===== src/rtl/ex_stage_if.sv =====
// Execute-stage port bundle: decoded operands and controls in,
// writeback value, redirect and stall out.
interface ex_stage_if #(
    parameter int XLEN = 32
);
    logic            valid_in;
    logic            flush;
    logic [XLEN-1:0] pc;
    logic [XLEN-1:0] rdata1;
    logic [XLEN-1:0] rdata2;
    logic [XLEN-1:0] immd;
    logic            sel_alu_src;
    logic [3:0]      alu_op;
    logic            md_en;
    logic [2:0]      md_op;
    logic            branch;
    logic [2:0]      br_cond;
    logic            jump;
    logic            jalr;
    logic [XLEN-1:0] result;
    logic [XLEN-1:0] store_data;
    logic            branch_taken;
    logic [XLEN-1:0] branch_target;
    logic            stall;

    modport master (
        output valid_in, flush, pc, rdata1, rdata2, immd,
        output sel_alu_src, alu_op, md_en, md_op,
        output branch, br_cond, jump, jalr,
        input  result, store_data, branch_taken,
        input  branch_target, stall
    );

    modport slave (
        input  valid_in, flush, pc, rdata1, rdata2, immd,
        input  sel_alu_src, alu_op, md_en, md_op,
        input  branch, br_cond, jump, jalr,
        output result, store_data, branch_taken,
        output branch_target, stall
    );
endinterface


===== src/rtl/ex_stage.sv =====
// Execute stage: single-cycle ALU and branch resolution,
// iterative one-bit-per-cycle RV32M multiply/divide.
module ex_stage #(
    parameter int XLEN     = 32,
    parameter int MD_STEPS = 32
) (
    input logic     clk,
    input logic     rst,
    ex_stage_if.slave ex
);

    localparam int SW = $clog2(XLEN);
    localparam int CW = $clog2(MD_STEPS) + 1;
    localparam logic [XLEN-1:0] MIN_NEG = {1'b1, {(XLEN-1){1'b0}}};

    typedef enum logic [1:0] {
        S_IDLE,
        S_MUL,
        S_DIV,
        S_DONE
    } md_state_e;

    md_state_e         state_q, state_d;
    logic [CW-1:0]     cnt_q, cnt_d;
    logic [2*XLEN-1:0] acc_q, acc_d;
    logic [XLEN-1:0]   op_q, op_d;
    logic              neg_q, neg_d;
    logic              rneg_q, rneg_d;
    logic [1:0]        mdop_q, mdop_d;
    logic [XLEN-1:0]   md_result_q, md_result_d;

    logic            live;
    logic [XLEN-1:0] b_op;
    logic [SW-1:0]   shamt;
    logic [XLEN-1:0] alu_res;
    logic            eq, lt_s, lt_u, cond;

    assign live = ex.valid_in & ~ex.flush;
    assign b_op = ex.sel_alu_src ? ex.immd : ex.rdata2;
    assign shamt = b_op[SW-1:0];
    assign eq = ex.rdata1 == ex.rdata2;
    assign lt_s = $signed(ex.rdata1) < $signed(ex.rdata2);
    assign lt_u = ex.rdata1 < ex.rdata2;

    always_comb begin
        alu_res = '0;
        unique case (ex.alu_op)
            4'd0:    alu_res = ex.rdata1 + b_op;
            4'd1:    alu_res = ex.rdata1 - b_op;
            4'd2:    alu_res = ex.rdata1 << shamt;
            4'd3:    alu_res = {{(XLEN-1){1'b0}}, $signed(ex.rdata1) < $signed(b_op)};
            4'd4:    alu_res = {{(XLEN-1){1'b0}}, ex.rdata1 < b_op};
            4'd5:    alu_res = ex.rdata1 ^ b_op;
            4'd6:    alu_res = ex.rdata1 >> shamt;
            4'd7:    alu_res = $unsigned($signed(ex.rdata1) >>> shamt);
            4'd8:    alu_res = ex.rdata1 | b_op;
            4'd9:    alu_res = ex.rdata1 & b_op;
            4'd10:   alu_res = b_op;
            4'd11:   alu_res = ex.pc + b_op;
            default: alu_res = '0;
        endcase
    end

    always_comb begin
        cond = 1'b0;
        unique case (ex.br_cond)
            3'd0:    cond = eq;
            3'd1:    cond = ~eq;
            3'd4:    cond = lt_s;
            3'd5:    cond = ~lt_s;
            3'd6:    cond = lt_u;
            3'd7:    cond = ~lt_u;
            default: cond = 1'b0;
        endcase
    end

    assign ex.branch_taken = live & ((ex.branch & cond) | ex.jump);
    assign ex.branch_target = ex.jalr
        ? ((ex.rdata1 + ex.immd) & ~XLEN'(1))
        : (ex.pc + ex.immd);
    assign ex.store_data = ex.rdata2;
    assign ex.stall = ~rst & live & ex.md_en & (state_q != S_DONE);

    always_comb begin
        ex.result = '0;
        if (live) begin
            if (ex.jump)
                ex.result = ex.pc + XLEN'(4);
            else if (ex.md_en)
                ex.result = (state_q == S_DONE) ? md_result_q : '0;
            else if (!ex.branch)
                ex.result = alu_res;
        end
    end

    // Operand sign handling: signed-ness of A and B per funct3
    logic            a_sgn, b_sgn, a_neg, b_neg;
    logic [XLEN-1:0] abs_a, abs_b;
    logic            div0, ovf;

    always_comb begin
        if (ex.md_op[2]) begin
            a_sgn = ~ex.md_op[0];
            b_sgn = ~ex.md_op[0];
        end else begin
            a_sgn = ex.md_op[1:0] != 2'b11;
            b_sgn = ~ex.md_op[1];
        end
        a_neg = a_sgn & ex.rdata1[XLEN-1];
        b_neg = b_sgn & ex.rdata2[XLEN-1];
        abs_a = a_neg ? (~ex.rdata1 + XLEN'(1)) : ex.rdata1;
        abs_b = b_neg ? (~ex.rdata2 + XLEN'(1)) : ex.rdata2;
        div0 = ex.rdata2 == '0;
        ovf = a_sgn & (ex.rdata1 == MIN_NEG) & (ex.rdata2 == '1);
    end

    logic [XLEN:0]     mul_sum;
    logic [2*XLEN-1:0] mul_next, mul_fin;
    logic [XLEN:0]     div_sh, div_diff;
    logic [2*XLEN-1:0] div_next;
    logic [XLEN-1:0]   quo, rem;
    logic              last;

    always_comb begin
        mul_sum = {1'b0, acc_q[2*XLEN-1:XLEN]}
                + (acc_q[0] ? {1'b0, op_q} : '0);
        mul_next = {mul_sum, acc_q[XLEN-1:1]};
        mul_fin = neg_q ? (~mul_next + (2*XLEN)'(1)) : mul_next;
        // Restoring step: shift in next dividend bit, subtract if it fits
        div_sh = {acc_q[2*XLEN-1:XLEN], acc_q[XLEN-1]};
        div_diff = div_sh - {1'b0, op_q};
        if (div_diff[XLEN])
            div_next = {div_sh[XLEN-1:0], acc_q[XLEN-2:0], 1'b0};
        else
            div_next = {div_diff[XLEN-1:0], acc_q[XLEN-2:0], 1'b1};
        quo = div_next[XLEN-1:0];
        rem = div_next[2*XLEN-1:XLEN];
        if (neg_q)
            quo = ~quo + XLEN'(1);
        if (rneg_q)
            rem = ~rem + XLEN'(1);
        last = cnt_q == CW'(MD_STEPS - 1);
    end

    always_comb begin
        state_d = state_q;
        cnt_d = cnt_q;
        acc_d = acc_q;
        op_d = op_q;
        neg_d = neg_q;
        rneg_d = rneg_q;
        mdop_d = mdop_q;
        md_result_d = md_result_q;
        unique case (state_q)
            S_IDLE: begin
                if (live && ex.md_en) begin
                    cnt_d = '0;
                    mdop_d = ex.md_op[1:0];
                    neg_d = a_neg ^ b_neg;
                    rneg_d = a_neg;
                    if (!ex.md_op[2]) begin
                        acc_d = {{XLEN{1'b0}}, abs_b};
                        op_d = abs_a;
                        state_d = S_MUL;
                    end else if (div0) begin
                        md_result_d = ex.md_op[1] ? ex.rdata1 : '1;
                        state_d = S_DONE;
                    end else if (ovf) begin
                        md_result_d = ex.md_op[1] ? '0 : MIN_NEG;
                        state_d = S_DONE;
                    end else begin
                        acc_d = {{XLEN{1'b0}}, abs_a};
                        op_d = abs_b;
                        state_d = S_DIV;
                    end
                end
            end
            S_MUL: begin
                if (ex.flush) begin
                    state_d = S_IDLE;
                end else begin
                    acc_d = mul_next;
                    cnt_d = cnt_q + CW'(1);
                    if (last) begin
                        md_result_d = (mdop_q == 2'b00)
                            ? mul_fin[XLEN-1:0]
                            : mul_fin[2*XLEN-1:XLEN];
                        state_d = S_DONE;
                    end
                end
            end
            S_DIV: begin
                if (ex.flush) begin
                    state_d = S_IDLE;
                end else begin
                    acc_d = div_next;
                    cnt_d = cnt_q + CW'(1);
                    if (last) begin
                        md_result_d = mdop_q[1] ? rem : quo;
                        state_d = S_DONE;
                    end
                end
            end
            S_DONE: state_d = S_IDLE;
        endcase
    end

    always_ff @(posedge clk or posedge rst) begin
        if (rst) begin
            state_q <= S_IDLE;
            cnt_q <= '0;
            acc_q <= '0;
            op_q <= '0;
            neg_q <= 1'b0;
            rneg_q <= 1'b0;
            mdop_q <= '0;
            md_result_q <= '0;
        end else begin
            state_q <= state_d;
            cnt_q <= cnt_d;
            acc_q <= acc_d;
            op_q <= op_d;
            neg_q <= neg_d;
            rneg_q <= rneg_d;
            mdop_q <= mdop_d;
            md_result_q <= md_result_d;
        end
    end

endmodule


===== src/flat_wrapper.sv =====
// flat-port wrapper written by rule: the top's interface ports become plain ports
module ex_stage_flat 
#(
    parameter int XLEN     = 32,
    parameter int MD_STEPS = 32
)
  (clk, rst, ex_valid_in, ex_flush, ex_pc, ex_rdata1, ex_rdata2, ex_immd, ex_sel_alu_src, ex_alu_op, ex_md_en, ex_md_op, ex_branch, ex_br_cond, ex_jump, ex_jalr, ex_result, ex_store_data, ex_branch_taken, ex_branch_target, ex_stall);
  ex_stage_if #(.XLEN(XLEN)) ex_i ();
  input logic clk;
  input logic rst;
  input wire logic [$bits(ex_i.valid_in)-1:0] ex_valid_in;
  input wire logic [$bits(ex_i.flush)-1:0] ex_flush;
  input wire logic [$bits(ex_i.pc)-1:0] ex_pc;
  input wire logic [$bits(ex_i.rdata1)-1:0] ex_rdata1;
  input wire logic [$bits(ex_i.rdata2)-1:0] ex_rdata2;
  input wire logic [$bits(ex_i.immd)-1:0] ex_immd;
  input wire logic [$bits(ex_i.sel_alu_src)-1:0] ex_sel_alu_src;
  input wire logic [$bits(ex_i.alu_op)-1:0] ex_alu_op;
  input wire logic [$bits(ex_i.md_en)-1:0] ex_md_en;
  input wire logic [$bits(ex_i.md_op)-1:0] ex_md_op;
  input wire logic [$bits(ex_i.branch)-1:0] ex_branch;
  input wire logic [$bits(ex_i.br_cond)-1:0] ex_br_cond;
  input wire logic [$bits(ex_i.jump)-1:0] ex_jump;
  input wire logic [$bits(ex_i.jalr)-1:0] ex_jalr;
  output wire logic [$bits(ex_i.result)-1:0] ex_result;
  output wire logic [$bits(ex_i.store_data)-1:0] ex_store_data;
  output wire logic [$bits(ex_i.branch_taken)-1:0] ex_branch_taken;
  output wire logic [$bits(ex_i.branch_target)-1:0] ex_branch_target;
  output wire logic [$bits(ex_i.stall)-1:0] ex_stall;
  assign ex_i.valid_in = ex_valid_in;
  assign ex_i.flush = ex_flush;
  assign ex_i.pc = ex_pc;
  assign ex_i.rdata1 = ex_rdata1;
  assign ex_i.rdata2 = ex_rdata2;
  assign ex_i.immd = ex_immd;
  assign ex_i.sel_alu_src = ex_sel_alu_src;
  assign ex_i.alu_op = ex_alu_op;
  assign ex_i.md_en = ex_md_en;
  assign ex_i.md_op = ex_md_op;
  assign ex_i.branch = ex_branch;
  assign ex_i.br_cond = ex_br_cond;
  assign ex_i.jump = ex_jump;
  assign ex_i.jalr = ex_jalr;
  assign ex_result = ex_i.result;
  assign ex_store_data = ex_i.store_data;
  assign ex_branch_taken = ex_i.branch_taken;
  assign ex_branch_target = ex_i.branch_target;
  assign ex_stall = ex_i.stall;
  ex_stage #(.XLEN(XLEN), .MD_STEPS(MD_STEPS)) u_core (.clk(clk), .rst(rst), .ex(ex_i));
endmodule

===== config.mk =====
export PLATFORM = sky130hd
export DESIGN_NAME = ex_stage_flat
export DESIGN_NICKNAME = d
export VERILOG_FILES = /design/src/rtl/ex_stage_if.sv /design/src/rtl/ex_stage.sv /design/src/flat_wrapper.sv
export SDC_FILE = /design/constraint.sdc
export NUM_CORES = 2
export LEC_CHECK = 0
export BUFFER_PORTS_ARGS = -buffer_cell sky130_fd_sc_hd__buf_2
export CAP_MARGIN = 5
export CORE_UTILIZATION = 32
export CTS_CLUSTER_SIZE = 30
export DETAILED_ROUTE_END_ITERATION = 12
export PLACE_DENSITY = 0.54
export REMOVE_ABC_BUFFERS = 1
export SLEW_MARGIN = 30
export SYNTH_ARGS = -nofsm -noshare
export SYNTH_HDL_FRONTEND = slang
export SYNTH_SLANG_ARGS = --single-unit
export TNS_END_PERCENT = 20

===== constraint.sdc =====
create_clock -name clk -period 7.76 [get_ports clk]
set_clock_uncertainty 0.05 [all_clocks]
set_input_delay 0.776 -clock clk [delete_from_list [all_inputs] [get_ports clk]]
set_output_delay 0.776 -clock clk [all_outputs]
set_load 0.05 [all_outputs]

Word level (Yosys, flattened, before mapping)
Index checks and enable logic that the tools add are counted.
{"block": "totals", "reg_bits": 140, "input_bits": 147, "out_inout_bits": 98}
{"block": "classes", "add_sub_neg": 14, "magnitude_cmp": 4, "eq_ne": 38, "n_shift": 3, "n_mux": 51, "n_bitwise": 27, "n_reduce_logical": 15}
{"op": "$mux W32", "n": 27}
{"op": "$mux W64", "n": 8}
{"op": "$pmux W32 S12", "n": 1}
{"op": "$pmux W64 S3", "n": 1}
{"op": "$add A32 B1 Y32 const B", "n": 4}
{"op": "$add A32 B32 Y32", "n": 4}
{"op": "$lt A32 B32 Y1", "n": 4}
{"op": "$not A32 Y32", "n": 4}
{"op": "$pmux W32 S3", "n": 1}
{"op": "$add A64 B1 Y64 const B", "n": 1}
{"op": "$eq A32 B32 Y1 const B", "n": 2}
{"op": "$not A64 Y64", "n": 1}
{"op": "$add A32 B33 Y33", "n": 1}
{"op": "$sub A33 B32 Y33", "n": 1}
{"op": "$add A32 B3 Y32 const B", "n": 1}
{"op": "$and A32 B32 Y32", "n": 1}
{"op": "$eq A32 B32 Y1", "n": 1}
{"op": "$logic_not A32 Y1", "n": 1}
{"op": "$or A32 B32 Y32", "n": 1}
{"op": "$shl A32 B5 Y32", "n": 1}
{"op": "$shr A32 B5 Y32", "n": 1}
{"op": "$sshr A32 B5 Y32", "n": 1}
{"op": "$sub A32 B32 Y32", "n": 1}
{"op": "$xor A32 B32 Y32", "n": 1}
{"op": "other kinds (36)", "n": 82}

Logic depth before layout (Yosys ltp)
{"block": "logic_depth", "depth_word": 9, "depth_mapped": 25}

Worst setup path after synthesis
OpenSTA, ideal clock, no wires.
{"block": "synth_path", "kind": "input to output", "startpoint": "input ex_sel_alu_src", "endpoint": "output ex_result[25]", "t_arrival_ps": 7424, "required_time_ps": 6934, "path_slack_ps": -490, "cell_stages": 18, "cell_sequence": "clkbuf_1 mux2i_1 inv_1 clkbuf_1 buf_1 buf_2 ha_1 a21o_1 a21o_1 a2111oi_0 o31a_1 a211oi_1 o41a_1 o211ai_1 and2_1 xnor2_1 a221oi_1 a2111oi_0"}
{"block": "synth_via", "elab_chain_cells": 7, "elab_cells_between_ends": 15}
{"item": "start, declared", "line": "flat_wrapper.sv:17", "rtl": "input wire logic [$bits(ex_i.sel_alu_src)-1:0] ex_sel_alu_src;"}
{"item": "$mux W32 *", "line": "ex_stage.sv:39", "rtl": "assign b_op = ex.sel_alu_src ? ex.immd : ex.rdata2;"}
{"item": "$add A32 B32 Y32, or another cell as far along", "line": "ex_stage.sv:59", "rtl": "4'd11: alu_res = ex.pc + b_op;"}
{"item": "$pmux W32 S12 *", "line": "ex_stage.sv:47", "rtl": "unique case (ex.alu_op)"}
{"item": "$mux W32 *", "line": "ex_stage.sv:91", "rtl": "else if (!ex.branch)"}
{"item": "$mux W32 *", "line": "ex_stage.sv:89", "rtl": "else if (ex.md_en)"}
{"item": "$mux W32 *", "line": "ex_stage.sv:87", "rtl": "if (ex.jump)"}
{"item": "$mux W32 *", "line": "ex_stage.sv:86", "rtl": "if (live) begin"}
{"item": "end, declared", "line": "flat_wrapper.sv:25", "rtl": "output wire logic [$bits(ex_i.result)-1:0] ex_result;"}
Every way passes the cells marked *; elsewhere a longest branch is shown, timed or not.

Final worst setup path
{"block": "layout_path", "startpoint": "input ex_alu_op[3]", "endpoint": "output ex_result[25]"}
{"block": "layout_via", "elab_chain_cells": 6, "elab_cells_between_ends": 17}
{"item": "start, declared", "line": "flat_wrapper.sv:18", "rtl": "input wire logic [$bits(ex_i.alu_op)-1:0] ex_alu_op;"}
{"item": "$eq A4 B4 Y1, or another cell as far along", "line": "ex_stage.sv:47"}
{"item": "$pmux W32 S12 *", "line": "ex_stage.sv:47"}
{"item": "$mux W32 *", "line": "ex_stage.sv:91"}
{"item": "$mux W32 *", "line": "ex_stage.sv:89"}
{"item": "$mux W32 *", "line": "ex_stage.sv:87"}
{"item": "$mux W32 *", "line": "ex_stage.sv:86"}
Marked as above.

==> out/qor.txt <==
Area growth syn-to-layout -> 8.37%
Cell Int Power -> 3.93 mW
Worst path slowest cell -> a2111oi_1
Initial antenna violation count -> 4
Post-route cell area -> 35000 sq um
First-pass DRT Iterations -> 7
Finished Layout Cells -> 5978
Peak supply drop -> 0.239 mV
Clock sink count -> 140
Sw Ratio -> 0.598
Worst path most repeated cell -> a21o_1
Die Wd -> 320 microns
Drt drc -> 0
Slowest stage delay, CP -> 670 ps
Setup TNS -> 0 ps
DR WL/cell -> 25.5 microns
Post-layout minimum cycle time -> 6910 ps
Clk_lat worst skew -> 470 ps
First-pass GRT wire length -> 225000 microns
P per Cell Area -> 279 nW/um^2
Vias in the first global route -> 34700
Mapped cell area -> 32300 sq um
Psw -> 5.86 mW
Vias post-DR -> 36600
Sequential element share of the synthesized area -> 0.108
Final Hold Viols -> 0
Cell area after placement -> 34500 sq um
Share of cells above drive strength 1 -> 0.102
H-tree depth -> 4
Gate Count Post-Synth -> 4679
Dpl hpwl -> 120000 microns
Worst EP required -> 6930 ps
Final setup violation count -> 0
Root Driver -> clkbuf_16
Crit start category -> primary input
Cts repair resizes -> 0
Initial DRC count -> 4017
Distinct cells, synth -> 95
Total Routed Length -> 152000 microns
CP Buf/Inv Count -> 2
Final GP Congestion -> 1.01
Antenna Nets Post-Route -> 0
Sequential Power Share -> 0.154
CTS Buffer Depth -> 2
Starting Density -> 0.323
Ys flop type -> dfrtp_1
Clock power share -> 0.086
Dpl cells -> 5943
Max Clk Rate -> 145 MHz
Synth async-reset ratio -> 1.00
Pre-CTS setup slack -> 732 ps
Row count -> 116
Synth Register Bits -> 140
Crit end category -> primary output
Comb power frac -> 0.760
Worst Path Class, Setup -> in2out
# port buffers -> 244
Syn_area_per_cell -> 6.91 sq um
Total gr overflow -> 0
Worst-margin pin slew -> 1090 ps
Crit path max fanout -> 18
Gr usage total -> 0.287
Core Area -> 100000 sq um
Vias/cell -> 6.12
CTS tree -> built
Worst slew margin -> 0.262
Max Cap Viol -> 0
Post-CTS Hold Buffers -> 0
Largest net degree at the start of global routing -> 93
DIE HEIGHT -> 320 microns
Worst path depth -> 17
Worst hold path type -> in2async
Crit path DAT -> 6090 ps
Unrepaired setup endpoints after global routing -> false
Worst-path cell chain -> buf_2 -> nor2b_2 -> nand3_2 -> o21ai_0 -> ha_1 -> a21o_1 -> a21o_1 -> a2111oi_1 -> o31a_1 -> a211oi_1 -> o41a_1 -> o211ai_1 -> and2_1 -> xnor2_1 -> a221oi_1 -> a2111oi_0 -> buf_12
CTS Buf Count -> 17
Cell count of the worst reg-to-reg path -> 21
Setup ws final -> 848 ps
Status -> complete, no violations
Layout net count -> 5123
Pleak -> 15.3 nW
Post-synth EDFFs -> 0
Commonest non-fill, non-tap cell in the layout -> nand2_1
Tcrit/Tclk final -> 0.891
Pins over their slew limit -> 0
Most frequent cells in the layout -> nand2_1, nor2_1, o21ai_0, a21oi_1, ha_1
Top delay family on crit path -> compound AO/OA/AOI/OAI gates
Die area -> 102000 sq um
Clk pin slew, worst setup/hold paths -> 70 ps
Setup Fix Bufs, Post-CTS -> 0
IO Pins -> 245
Synth Warn # -> 0
[Yosys cell counts (41+ instances only)]
cell        n  share of area
a211oi_1   67          0.016
a21o_1     92          0.021
a21oi_1   357          0.055
a221oi_1   59          0.016
a22oi_1    53          0.012
a31oi_1    48         0.0093
and3_1     48         0.0093
clkbuf_1  267          0.031
dfrtp_1   140           0.11
ha_1      306           0.12
inv_1     220          0.026
mux2i_1   153          0.047
nand2_1   523          0.061
nand3_1    83          0.013
nand4_1    49         0.0095
nor2_1    432          0.050
nor3_1    113          0.017
o211ai_1   72          0.017
o21a_1     41         0.0095
o21ai_0   431          0.067
o22ai_1    51         0.0099
o31ai_1    63          0.015
or3_1      51         0.0099
xnor2_1   214          0.058
xor2_1    112          0.030
[final timing paths]
check	to	startpoint	slack [ps]
max in group asynchronous	u_core.md_result_q[20]	rst	6010
worst min register to register	u_core.op_q[17]	u_core.op_q[17]	440
worst min-delay path	u_core.state_q[0]	rst	390
worst max register to register	u_core.md_result_q[28]	u_core.acc_q[31]	1760
worst max-delay path	ex_result[25]	ex_alu_op[3]	850
min in group clk	u_core.op_q[17]	u_core.op_q[17]	440
[through the flow]
step                      utilization  hold slack (ps)  total power, mW
after floorplan                     -              397             6.26
after global placement          0.344              412             8.70
after detailed placement        0.344              424             8.71
after CTS                       0.350              440             9.60
after global routing            0.350              459             10.4
final                           0.350              390             9.79
[power groups by stage]
stage          Sequential [mW]  Combinational (mW)  Clock (mW)
3_5_place_dp              1.49                7.22           0
4_1_cts                   1.48                7.27       0.854
5_1_grt                   1.53                8.03       0.880
3_3_place_gp              1.48                7.22           0
6_report                  1.50                7.44       0.843
2_1_floorplan             1.35                4.91           0
[per-layer routing]
metal	wire, microns	global-route usage	vias to the layer above
li1	-	-	17100
met1	65000	0.375	17500
met2	69100	0.471	1623
met3	10100	0.0312	303
met4	8010	0.136	0
met5	0	0	-
[registers in the layout, indices dropped and copies added, names as in the netlist]
register	flops
u_core.op_q	32
u_core.rneg_q	1
u_core.acc_q	64
u_core.mdop_q	2
u_core.neg_q	1
u_core.state_q	2
u_core.cnt_q	6
u_core.md_result_q	32
[kinds of logic (layout without fill, tap and decap cells)]
| group | count (synthesis) | count (layout) | share of synthesized area |
|---|---|---|---|
| AND/OR/NAND/NOR | 1520 | 1520 | 0.217 |
| multiplexers | 207 | 207 | 0.0714 |
| XOR/XNOR | 327 | 327 | 0.0888 |
| buffers and inverters | 578 | 576 | 0.0716 |
| flip-flops | 140 | 140 | 0.108 |
| other | 0 | 3 | 0 |
| adder cells (fa/ha/maj) | 312 | 312 | 0.122 |
| AO/OA/AOI/OAI | 1595 | 1595 | 0.320 |
[final cells by class]
| type | count | area, sq um |
|---|---|---|
| Clock buffer | 19 | 433 |
| Tap cell | 1298 | 1620 |
| Fill cell | 11000 | 65100 |
| Inverter | 229 | 865 |
| Sequential cell | 140 | 3500 |
| Timing Repair Buffer | 315 | 1820 |
| Multi-Input combinational cell | 3961 | 26700 |
| Clock inverter | 13 | 134 |
| Antenna cell | 3 | 7.51 |
Power figures use the tool's default switching activity.
